[config.mk]
export PLATFORM = sky130hd
export DESIGN_NAME = dna_port_responder
export DESIGN_NICKNAME = d
export VERILOG_FILES = /design/src/rtl/dna_port_responder.sv
export SDC_FILE = /design/constraint.sdc
export NUM_CORES = 1
export LEC_CHECK = 0
export BUFFER_PORTS_ARGS = -buffer_cell sky130_fd_sc_hd__clkbuf_2
export CAP_MARGIN = 20
export CORE_MARGIN = 4
export CORE_UTILIZATION = 52
export DETAILED_ROUTE_END_ITERATION = 10
export PLACE_DENSITY = 0.9
export SYNTH_ARGS = -nofsm -noshare
export SYNTH_HDL_FRONTEND = slang
export SYNTH_SLANG_ARGS = --single-unit
[constraint.sdc]
create_clock -name clk -period 1.9 [get_ports clk]
set_input_delay 0.19 -clock clk [delete_from_list [all_inputs] [get_ports clk]]
set_output_delay 0.19 -clock clk [all_outputs]
set_load 0.02 [all_outputs]
[src/rtl/dna_port_responder.sv]
// Purpose : device-side DNA_PORT responder; serves a 57-bit identifier over the
//           reader-driven DNA clock and reports shift progress and protocol errors.
// Latency : registers update on the clk edge ending a DNA-clock tick cycle;
//           dout_o is valid one clk after that tick.
// Backpressure: none. Each rising DNA-clock edge is consumed immediately.
//
// Ports:
//   clk, rst             system clock, synchronous active-high reset
//   dna_clk_i            reader DNA clock (level, synchronous to clk)
//   read_i, shift_i      READ / SHIFT requests, sampled on a DNA-clock rising edge
//   din_i                serial input, enters the MSB on each shift
//   dout_o               serial output, LSB of the shift register
//   id_override_valid_i  selects id_i instead of DNA_DEFAULT at load time
//   id_i                 override identifier
//   loaded_o             an identifier has been loaded since reset
//   bit_count_o          shifts since last load, saturating
//   exhausted_o          DNA_WIDTH or more shifts since last load
//   protocol_err_o       sticky protocol-violation flag
module dna_port_responder #(
  parameter int                   DNA_WIDTH   = 57,
  parameter logic [DNA_WIDTH-1:0] DNA_DEFAULT = 57'h0_1234_5678_9ABC_DE,
  parameter int                   CNT_WIDTH   = 7
) (
  input  logic                 clk,
  input  logic                 rst,
  input  logic                 dna_clk_i,
  input  logic                 read_i,
  input  logic                 shift_i,
  input  logic                 din_i,
  output logic                 dout_o,
  input  logic                 id_override_valid_i,
  input  logic [DNA_WIDTH-1:0] id_i,
  output logic                 loaded_o,
  output logic [CNT_WIDTH-1:0] bit_count_o,
  output logic                 exhausted_o,
  output logic                 protocol_err_o
);

  localparam logic [CNT_WIDTH-1:0] CNT_MAX  = {CNT_WIDTH{1'b1}};
  localparam logic [CNT_WIDTH-1:0] CNT_FULL = CNT_WIDTH'(DNA_WIDTH);

  typedef enum logic [1:0] {
    S_IDLE      = 2'd0,
    S_LOADED    = 2'd1,
    S_SHIFTING  = 2'd2,
    S_EXHAUSTED = 2'd3
  } state_t;

  state_t                 state;
  state_t                 state_nxt;
  logic                   dna_clk_q;
  logic                   tick;
  logic                   do_load;
  logic                   do_shift;
  logic                   advance;
  logic                   err_set;
  logic [DNA_WIDTH-1:0]   sr;
  logic [CNT_WIDTH-1:0]   cnt;
  logic [CNT_WIDTH-1:0]   cnt_inc;
  logic                   err;

  // Rising-edge detect on the reader clock; a held-high level yields one tick.
  assign tick     = dna_clk_i & ~dna_clk_q;
  // READ has priority over SHIFT when both are requested on the same tick.
  assign do_load  = tick & read_i;
  assign do_shift = tick & shift_i & ~read_i;
  // The counter only tracks shifts of a loaded identifier; IDLE shifts are errors.
  assign advance  = do_shift & (state != S_IDLE);
  assign cnt_inc  = (cnt == CNT_MAX) ? cnt : cnt + 1'b1;
  assign err_set  = (tick & read_i & shift_i) | (do_shift & (state == S_IDLE));

  // Data path: edge-detect flop and shift register. Independent of FSM state.
  always_ff @(posedge clk) begin
    if (rst) begin
      dna_clk_q <= 1'b0;
      sr        <= '0;
    end else begin
      dna_clk_q <= dna_clk_i;
      if (do_load) begin
        sr <= id_override_valid_i ? id_i : DNA_DEFAULT;
      end else if (do_shift) begin
        sr <= {din_i, sr[DNA_WIDTH-1:1]};
      end
    end
  end

  // Shift counter, saturating at all-ones.
  always_ff @(posedge clk) begin
    if (rst) begin
      cnt <= '0;
    end else if (do_load) begin
      cnt <= '0;
    end else if (advance) begin
      cnt <= cnt_inc;
    end
  end

  // Sticky protocol error, cleared only by reset.
  always_ff @(posedge clk) begin
    if (rst) begin
      err <= 1'b0;
    end else if (err_set) begin
      err <= 1'b1;
    end
  end

  // FSM: state register.
  always_ff @(posedge clk) begin
    if (rst) begin
      state <= S_IDLE;
    end else begin
      state <= state_nxt;
    end
  end

  // FSM: next-state logic. Exhaustion is judged on the post-shift count so
  // exhausted_o rises on the same edge that bit_count_o reaches DNA_WIDTH.
  always_comb begin
    state_nxt = state;
    if (do_load) begin
      state_nxt = S_LOADED;
    end else if (advance) begin
      if (cnt_inc >= CNT_FULL) begin
        state_nxt = S_EXHAUSTED;
      end else begin
        state_nxt = S_SHIFTING;
      end
    end
  end

  // FSM: status outputs, decoded from the registered state.
  always_comb begin
    loaded_o    = 1'b0;
    exhausted_o = 1'b0;
    case (state)
      S_IDLE:      begin loaded_o = 1'b0; exhausted_o = 1'b0; end
      S_LOADED:    begin loaded_o = 1'b1; exhausted_o = 1'b0; end
      S_SHIFTING:  begin loaded_o = 1'b1; exhausted_o = 1'b0; end
      S_EXHAUSTED: begin loaded_o = 1'b1; exhausted_o = 1'b1; end
      default:     begin loaded_o = 1'b0; exhausted_o = 1'b0; end
    endcase
  end

  assign dout_o         = sr[0];
  assign bit_count_o    = cnt;
  assign protocol_err_o = err;

endmodule

==> key figures, run 1 <==
Outcome
  – Status: completed

Worst setup path
  – Reg2reg end: state[0]
  – Reg2reg setup slack: 0.17 ns
  – Worst Setup Start Kind: register
  – CP max stage cell: dfxtp_1
  – Required time of the critical path: 2.15 ns
  – Worst Reg2Reg Path Length in Cells: 5
  – CP endpoint kind: register
  – CP cell instances: ha_2 > xnor2_1 > a31o_2 > o41a_1 > o32ai_1
  – R2r startpoint: bit_count_o[0]
  – Crit path arrival time: 1.99 ns
  – Critical Path Max Stage Delay: 0.46 ns
  – Crit path kind: reg2reg
  – CP max FO: 7

STA
  – Worst-Margin Slew: 0.805 ns
  – Max frequency: 576 MHz
  – Post-Route Setup TNS: 0 ns
  – Setup-failing EPs final: 0
  – Max_slew headroom: between 40% and 50%
  – Hold Fails Final Rpt: 0
  – Final Cycle Share: 91.3%
  – Setup Skew: 0.00866 ns
  – RSZ-0062 raised after global routing: false
  – Crit path time final: 1.73 ns
  – Final Max Slew Viols: 0

Clock network
  – CTS root buffer: clkbuf_8
  – Post-CTS setup buffers: 0
  – CTS resizes: 0
  – H-tree depth reported by CTS: 3
  – Hold-fix buffers at CTS: 0
  – Clk pin slew, worst setup/hold paths: 0.07 ns
  – CTS tree: built
  – # clock sinks: between 60 and 70
  – Clk_lat worst skew: 0.34 ns
  – Clock buffer depth: 2
  – Cts bufs inserted: 9

Drt
  – WL met3: 631 um
  – 1st-iter DRT viols: roughly 190
  – DRC viols: 0
  – Top Metal Used: met4
  – Vias per cell: just under 6
  – Routed Antenna Nets: 0
  – Metal2 WL: 3.49 mm
  – Drt total wl: 7.11 mm
  – M1 WL: 2.91 mm
  – TritonRoute pass-1 iters: 5
  – Via count: 2,847
  – Wirelength per Cell: around 15 um

Pwr
  – Switching share of power: 23.6%
  – Clk pwr share: 39.5%
  – Sw Pwr: 0.696 mW
  – Max VDD drop: 0.000527 V
  – Power Density: 858 nW/um^2
  – Leak pwr: 1.28 nW
  – Flop pwr share: between 50% and 60%
  – Cell Int Power: approximately 2.3 mW
  – Comb power frac: 9.2%

Cells and area
  – Layout cell share with drive strength beyond 1: 24.0%
  – Final antenna diode count: 0
  – Area grow syn2layout: 19.8%
  – Nets: 482
  – Fin cells: 490

Synthesis
  – Sequential area share after synthesis: a little under half
  – Most frequent cells after synthesis: 89 x nand2_1, 68 x dfxtp_1, 34 x a21oi_1, 33 x a31oi_1, 30 x o21ai_0
  – Register bit total from synthesis: 68
  – Top FF cell, synth: dfxtp_1
  – Synth top area share: 47.3%
  – Post-synth EDFFs: 0
  – Largest cells by area after synthesis: dfxtp_1 47%, nand2_1 12%, a22oi_1 7.3%, a31oi_1 7.2%, a21oi_1 5.9%
  – Fraction of registers with async set/reset: 0%
  – Synth Cell Area: 2880 um^2
  – Most frequent cell after synthesis: nand2_1
  – Synth cell types: 38
  – Cell count after synthesis: 359
  – Mapped Nets: roughly 420
  – Synth Warn #: 0
  – Largest area contributor in the netlist: dfxtp_1
  – Syn avg cell area: approximately 8 um^2

Global route
  – Gr ovfl total: 0
  – Number of global-route vias before repair: 2,657
  – Initial antenna violation count: 0
  – First-pass GRT wire length: 11.4 mm
  – GRT Overall Usage: 21.6%
  – Largest net degree at the start of global routing: 61

Die
  – Die width: 82.4 um
  – Die area: 6790 um^2
  – Cell row count: 26
  – # IOs: 75
  – Die Y: 82.4 um
  – CORE AREA: around 5200 um^2
  – Initial Util: 54.9%

Hold path
  – Worst Min Path Start: din_i
  – WHS Endpoint: sr[56]
  – HP Class: in2reg
  – Hold Crit Depth: 3

Flow run
  – MaxCap Viol Count: 0

Placed design
  – Placed cells: 476
  – I/O Buffers: 74
  – Detailed placement HPWL: 4.77 mm
  – Gpl congestion: between 0.8 and 0.9
==> layer usage <==
layer / vias up / GRT usage, %
li1: 1388 / -
met1: 1328 / 26.0
met2: 120 / 35.6
met3: 11 / 8.03
met4: 0 / 7.14
met5: - / 0
==> how the worst max path moves through the flow <==
stage                              start        to  slack, ns  cells after the start
after detailed placement       dna_clk_q    sr[48]        0.1                      4
after global routing      bit_count_o[0]  state[0]       0.04                      5
after CTS                      dna_clk_q    sr[48]       0.07                      4
after floorplan           bit_count_o[0]  state[0]       0.20                      5
final                     bit_count_o[0]  state[0]       0.17                      5
after global placement         dna_clk_q    sr[46]       0.16                      4
==> cell usage in the layout (no fill, tap or decap), types with 2 or more instances in the layout <==
master	count
a21oi_1	34
a22oi_1	28
a31oi_1	33
and3_1	3
buf_4	6
clkbuf_2	74
clkbuf_8	11
dfxtp_1	68
inv_1	4
nand2_1	89
nand3_1	2
nor2_1	7
nor2b_1	2
nor3_1	2
o21ai_0	29
or2_2	2
==> registers in the layout, indices dropped and copies added, names as in the netlist <==
register        cells
sr                 57
bit_count_o         7
state               2
dna_clk_q           1
protocol_err_o      1
==> worst max-delay path, delay by kind of cell (launching register included) <==
kind,cells,cell delay [ns]
compound gates,3,0.80
xor+xnor,1,0.08
fa+ha+maj,1,0.30
flops,1,0.46
==> power groups by stage <==
stage	Combinational, mW	Clock, mW	Sequential (mW)
2_1_floorplan	0.161	0	1.54
3_3_place_gp	0.266	0	1.54
3_5_place_dp	0.273	0	1.55
4_1_cts	0.274	1.19	1.51
5_1_grt	0.305	1.26	1.52
6_report	0.273	1.17	1.51
==> metrics by stage <==
step	utilization (%)	power [mW]	hold slack (ns)	area [um^2]	setup WS, ns
CTS	65.7	2.98	0.0710	3440	0.0655
global route	65.8	3.08	0.0973	3450	0.0441
finish	65.8	2.96	0.0832	3450	0.165
global placement	62.1	1.81	0.431	3250	0.160
floorplan	-	1.70	0.315	2880	0.203
detailed placement	62.1	1.82	0.433	3250	0.0959
==> logic make-up (layout without fill, tap and decap cells) <==
family / Yosys count / after routing / synth area share [%]
compound gates: 133 / 133 / 28.6
xor+xnor: 2 / 2 / 0.609
fa+ha+maj: 1 / 1 / 0.435
buf+inv: 37 / 98 / 5.31
flops: 68 / 68 / 47.3
mux: 1 / 1 / 0.348
simple gates: 117 / 117 / 17.4
==> layout make-up <==
type,instances,area (um^2)
well taps,70,87.6
inverters,4,15.0
clock inverters,2,35.0
multi-input cells,254,1380
flip-flops and latches,68,1360
repair buffers,80,415
fillers,468,1790
clock buffers,12,155
No activity file was read; power rests on OpenSTA's default activity.
==> inputs of run 2 (changes only) <==
- CORE_UTILIZATION: 52 -> 44
- PLACE_DENSITY: 0.9 -> 0.79
==> run 2 against run 1 <==
Against the previous run: sequential share of layout area down 0.96 points; critical path type unchanged; register-to-register slack worse by 0.06 ns; cell count up 2.2%; count of clock-buffer cells in the layout up 1; critical endpoint unchanged; sequential power about the same; power up 7.3%.
==> key figures, run 2 (synthesized netlist as in run 1, its figures left out) <==
Worst setup path
  – Worst Setup Start Kind: register
  – CP max FO: 7 (unchanged)
  – Reg2reg setup slack: 0.11 ns (-0.06 ns)
  – Reg2reg end: state[0]
  – Worst Reg2Reg Path Length in Cells: 5 (unchanged)
  – R2r startpoint: bit_count_o[0]
  – Capture point of the worst path: state[0]
  – Crit path arrival time: 2.03 ns (+0.04 ns)
  – CP endpoint kind: register
  – Crit path kind: reg2reg
  – Setup crit start: bit_count_o[0]
  – Required time of the critical path: 2.13 ns (-0.02 ns)

Die
  – Die width: 88.9 um (+7.9%)
  – Cell row count: 29 (+12%)
  – Die Y: 88.9 um (+7.9%)
  – Initial Util: 45.3% (-9.6 points)
  – CORE AREA: 6350 um^2 (+21%)
  – # IOs: 75 (unchanged)
  – Die area: 7900 um^2 (+16%)

Outcome
  – Status: completed

STA
  – Worst-Margin Slew: 0.596 ns (-0.209 ns)
  – RSZ-0062 raised after global routing: false
  – Final Cycle Share: 94.3% (+3.0 points)
  – Crit path time final: 1.79 ns (+0.0572 ns)
  – Post-Route Setup TNS: 0 ns (unchanged)
  – Hold Fails Final Rpt: 0 (unchanged)
  – Setup-failing EPs final: 0 (unchanged)
  – Max frequency: 558 MHz (-3.2%)
  – Max_slew headroom: 60.3% (+14 points)
  – Worst setup margin: 0.108 ns (-0.0572 ns)
  – Setup Skew: 0.00755 ns (-0.00111 ns)
  – Worst hold slack: 0.0975 ns (+0.0142 ns)
  – Final Max Slew Viols: 0 (unchanged)

Clock network
  – CTS resizes: 0 (unchanged)
  – CTS tree: built
  – CTS root buffer: clkbuf_8
  – Post-CTS setup buffers: 0 (unchanged)
  – Clk pin slew, worst setup/hold paths: 0.07 ns (about the same)
  – Clk_lat worst skew: 0.33 ns (about the same)
  – Clock buffer depth: 2 (unchanged)
  – # clock sinks: 68 (unchanged)
  – Hold-fix buffers at CTS: 0 (unchanged)
  – Cts bufs inserted: 9 (unchanged)
  – H-tree depth reported by CTS: 3 (unchanged)

Drt
  – Wirelength per Cell: 14.5 um (+0.20%)
  – Vias per cell: 5.65 (-2.7%)
  – Via count: 2,833 (-0.49%)
  – 1st-iter DRT viols: 154 (-18%)
  – Drt total wl: 7.28 mm (+2.4%)
  – TritonRoute pass-1 iters: 5 (unchanged)
  – DRC viols: 0 (unchanged)
  – Routed Antenna Nets: 0 (unchanged)

Cells and area
  – Largest register by flop count: sr
  – Max FFs per register: 57 (unchanged)
  – Most common cell after layout, fill and taps aside: nand2_1
  – Final antenna diode count: 0 (unchanged)
  – Most frequent cells in the layout: 89 x nand2_1, 74 x clkbuf_2, 68 x dfxtp_1, 34 x a21oi_1, 33 x a31oi_1
  – Layout cell share with drive strength beyond 1: 24.3% (+0.24 points)
  – Nets: 484 (+0.41%)
  – Area grow syn2layout: 22.8%

Hold path
  – Hold Crit Depth: 3 (unchanged)
  – HP Class: in2reg

Pwr
  – Leak pwr: 1.32 nW (+3.0%)
  – Power Density: 898 nW/um^2 (+4.7%)
  – Pwr Total: 3.17 mW (+7.3%)
  – Max VDD drop: 0.000459 V (-13%)

Flow run
  – MaxCap Viol Count: 0 (unchanged)

Global route
  – First-pass GRT wire length: 11.8 mm (+3.5%)
  – GRT Overall Usage: 19.1% (-2.5 points)
  – Initial antenna violation count: 0 (unchanged)
  – Largest net degree at the start of global routing: 61 (unchanged)
  – Number of global-route vias before repair: 2,610 (-1.8%)
  – Gr ovfl total: 0 (unchanged)

Placed design
  – I/O Buffers: 74 (unchanged)
  – Placement Setup Slack: 0.0474 ns (-0.0484 ns)
  – Gpl congestion: 0.753 (-13%)
  – Detailed placement HPWL: 4.73 mm (-1.0%)
run 2: changes by cell type in the layout (fill, tap and decap cells not counted), sizes merged:
cell	delta
clkbuf	+1
buf	+2
clkinvlp	+1
bufinv	+1
clkinv	-1
run 2: worst min-delay path by stage:
stage	start	to	slack, ns
after floorplan	din_i	sr[56]	0.32
after global placement	sr[6]	sr[5]	0.44
after detailed placement	din_i	sr[56]	0.43
after CTS	din_i	sr[56]	0.08
after global routing	din_i	sr[56]	0.09
final	din_i	sr[56]	0.1
run 2: stage by stage:
step / cells / area [um^2] / utilization (%)
global route: 501 / 3530 / 55.6
finish: 501 / 3530 / 55.6
floorplan: 359 / 2880 / -
global placement: 484 / 3280 / 51.7
detailed placement: 484 / 3280 / 51.7
CTS: 500 / 3520 / 55.4
run 2: final cells by class:
type	instances	area [um^2]
Timing Repair Buffer	82	450
Clock buffer	13	169
Tap cell	77	96.3
Inverter	4	15.0
Clock inverter	3	67.6
Fill cell	622	2820
Sequential cell	68	1360
Multi-Input combinational cell	254	1370
run 2: metal layers:
layer | wire, um | share of wire, % | GRT usage [%] | vias to the layer above
li1 | - | - | - | 1399
met4 | 143 | 2.0 | 9.62 | 0
met2 | 3420 | 47 | 30.4 | 107
met5 | 0 | 0 | 0 | -
met3 | 542 | 7.4 | 4.75 | 17
met1 | 3170 | 44 | 24.1 | 1310
run 2: power by group:
part	switching, mW	internal, mW
clock network	0.529	0.848
logic	0.161	0.120
registers	0.0300	1.48
total	0.719	2.45
run 2: worst max-delay path, cell delays in order (launching register included):
cell,delay [ns]
dfxtp_1,0.46
ha_1,0.35
xnor2_1,0.10
a31o_2,0.26
o41a_1,0.41
o32ai_1,0.11
==> inputs of run 3 (changes only) <==
- clock period: 1.9 -> 2.1 ns (I/O delays scaled with it)
==> run 3 against run 2 <==
Against the previous run: cell count shrank 0.60%; via count shrank 3.4%; critical path depth shrank 1; fmax shrank 1.5%; sequential cell count is the same; sequential share of layout area grew 1.4 points; setup slack gained 0.17 ns; combinational power shrank 14%; critical path type unchanged.
==> key figures, run 3 (synthesized netlist as in run 1, its figures left out) <==
Outcome
  – Status: completed

Worst setup path
  – CP max stage cell: and2_1
  – CP endpoint kind: register
  – Crit path arrival time: 2.08 ns (+0.05 ns)
  – Critical Path Max Stage Delay: 0.84 ns (+0.38 ns)
  – CP cell instances: and3b_1 > and2_1 > a22oi_1 > a21oi_1
  – Required time of the critical path: 2.37 ns (+0.24 ns)
  – CP max FO: 28 (+21)
  – Crit path kind: reg2reg
  – Worst Setup Start Kind: register

Cells and area
  – Largest register by flop count: sr
  – Most common cell after layout, fill and taps aside: nand2_1
  – Area grow syn2layout: 18.6%
  – Fill cell count: 620 (-0.32%)
  – Reg area: 1360 um^2 (unchanged)
  – Final instance area: 3410 um^2 (-3.4%)
  – Layout cell share with drive strength beyond 1: 23.3% (-1.0 points)
  – Most frequent cells in the layout: 89 x nand2_1, 74 x clkbuf_2, 68 x dfxtp_1, 34 x a21oi_1, 33 x a31oi_1
  – Multi-input logic area: 1370 um^2 (unchanged)
  – Max FFs per register: 57 (unchanged)
  – Fin cells: 498 (-0.60%)
  – Nets: 482 (-0.41%)
  – Final antenna diode count: 0 (unchanged)

Placed design
  – Placement Setup Slack: 0.297 ns (+0.249 ns)
  – Area after DPL: 3260 um^2 (-0.61%)
  – Detailed placement HPWL: 4.52 mm (-4.5%)
  – I/O Buffers: 74 (unchanged)
  – Placed cells: 483 (-0.21%)
  – Gpl congestion: 0.726 (-3.6%)

Clock network
  – Clk_lat worst skew: 0.34 ns (about the same)
  – CTS root buffer: clkbuf_8
  – Hold-fix buffers at CTS: 0 (unchanged)
  – Cts bufs inserted: 9 (unchanged)
  – CTS resizes: 0 (unchanged)
  – H-tree depth reported by CTS: 3 (unchanged)
  – Clk pin slew, worst setup/hold paths: 0.07 ns (about the same)
  – Clock buffer depth: 2 (unchanged)
  – CTS tree: built
  – Post-CTS setup buffers: 0 (unchanged)
  – # clock sinks: 68 (unchanged)

STA
  – Hold Fails Final Rpt: 0 (unchanged)
  – Max frequency: 550 MHz (-1.5%)
  – Crit path time final: 1.82 ns (+0.0276 ns)
  – Max_slew headroom: 29.1% (-31 points)
  – Final Max Slew Viols: 0 (unchanged)
  – Setup-failing EPs final: 0 (unchanged)
  – Worst-Margin Slew: 1.06 ns (+0.467 ns)
  – Worst setup margin: 0.280 ns (+0.172 ns)
  – Setup Skew: 0.00481 ns (-0.00274 ns)
  – Post-Route Setup TNS: 0 ns (unchanged)
  – RSZ-0062 raised after global routing: false
  – Final Cycle Share: 86.6% (-7.7 points)

Die
  – CORE AREA: 6350 um^2 (unchanged)
  – Die area: 7900 um^2 (unchanged)
  – Cell row count: 29 (unchanged)
  – Initial Util: 45.3% (unchanged)
  – Die width: 88.9 um (unchanged)
  – # IOs: 75 (unchanged)
  – Die Y: 88.9 um (unchanged)

Pwr
  – Max VDD drop: 0.000461 V (+0.45%)
  – Pwr Total: 2.48 mW (-22%)
  – Power Density: 726 nW/um^2 (-19%)
  – Leak pwr: 1.26 nW (-4.1%)

Global route
  – GRT Overall Usage: 18.4% (-0.73 points)
  – Largest net degree at the start of global routing: 58 (-4.9%)
  – Initial antenna violation count: 0 (unchanged)
  – Number of global-route vias before repair: 2,520 (-3.4%)
  – Gr ovfl total: 0 (unchanged)
  – First-pass GRT wire length: 11.3 mm (-4.7%)

Hold path
  – HP Class: in2reg

Flow run
  – MaxCap Viol Count: 0 (unchanged)

Drt
  – Vias per cell: 5.50 (-2.8%)
  – TritonRoute pass-1 iters: 7 (+2)
  – Via count: 2,738 (-3.4%)
  – Routed Antenna Nets: 0 (unchanged)
  – Drt total wl: 6.89 mm (-5.3%)
  – DRC viols: 0 (unchanged)
  – Wirelength per Cell: 13.8 um (-4.7%)
  – 1st-iter DRT viols: 158 (+2.6%)
==> run 3: cell types whose count changed in the layout (fill, tap and decap cells not counted) <==
cell	change
buf_8	-1
clkbuf_1	+2
buf_12	-1
clkinvlp_4	-1
bufinv_16	-2
clkbuf_8	-3
clkinv_2	+3
==> run 3: metal layers <==
metal,vias up,share of wire (%),routed length [um],track usage [%]
met5,-,0,0,0
met4,0,1.1,74,5.63
met3,7,7.8,540,7.54
met2,71,48,3330,30.4
met1,1270,43,2950,21.8
li1,1390,-,-,-
==> run 3: path summary, 6_finish.rpt <==
| path | slack [ns] | startpoint | depth (start not counted) | to |
|---|---|---|---|---|
| hold / removal | 0.12 | din_i | 3 | sr[56] |
| setup reg to reg | 0.28 | dna_clk_q | 4 | sr[22] |
| setup / recovery | 0.28 | dna_clk_q | 4 | sr[22] |
| hold reg to reg | 0.45 | sr[55] | 2 | sr[54] |
==> run 3: area by class of cell <==
class | instances | area share, %
clock buffer | 12 | 3.96
multi-input combinational | 254 | 40.3
timing repair buffer | 80 | 12.2
clock inverter | 3 | 0.440
sequential | 68 | 39.9
inverter | 4 | 0.440
tap | 77 | 2.82
==> run 3: through the flow <==
stage / hold slack (ns) / util, %
after floorplan: 0.335 / -
after global placement: 0.438 / 51.4
after detailed placement: 0.444 / 51.4
after CTS: 0.0997 / 53.7
after global routing: 0.116 / 53.7
final: 0.116 / 53.7
==> run 3: critical path, delay by kind of cell (launching register included) <==
kind            cells  cell delay (ns)
flops               1             0.32
compound gates      2             0.37
simple gates        2             1.06
==> run 3: report_power, final <==
group,leakage [nW],switching (mW),internal [mW],total [mW]
clock network,0.0800,0.448,0.417,0.865
registers,0.554,0.0269,1.34,1.37
logic,0.628,0.140,0.103,0.243
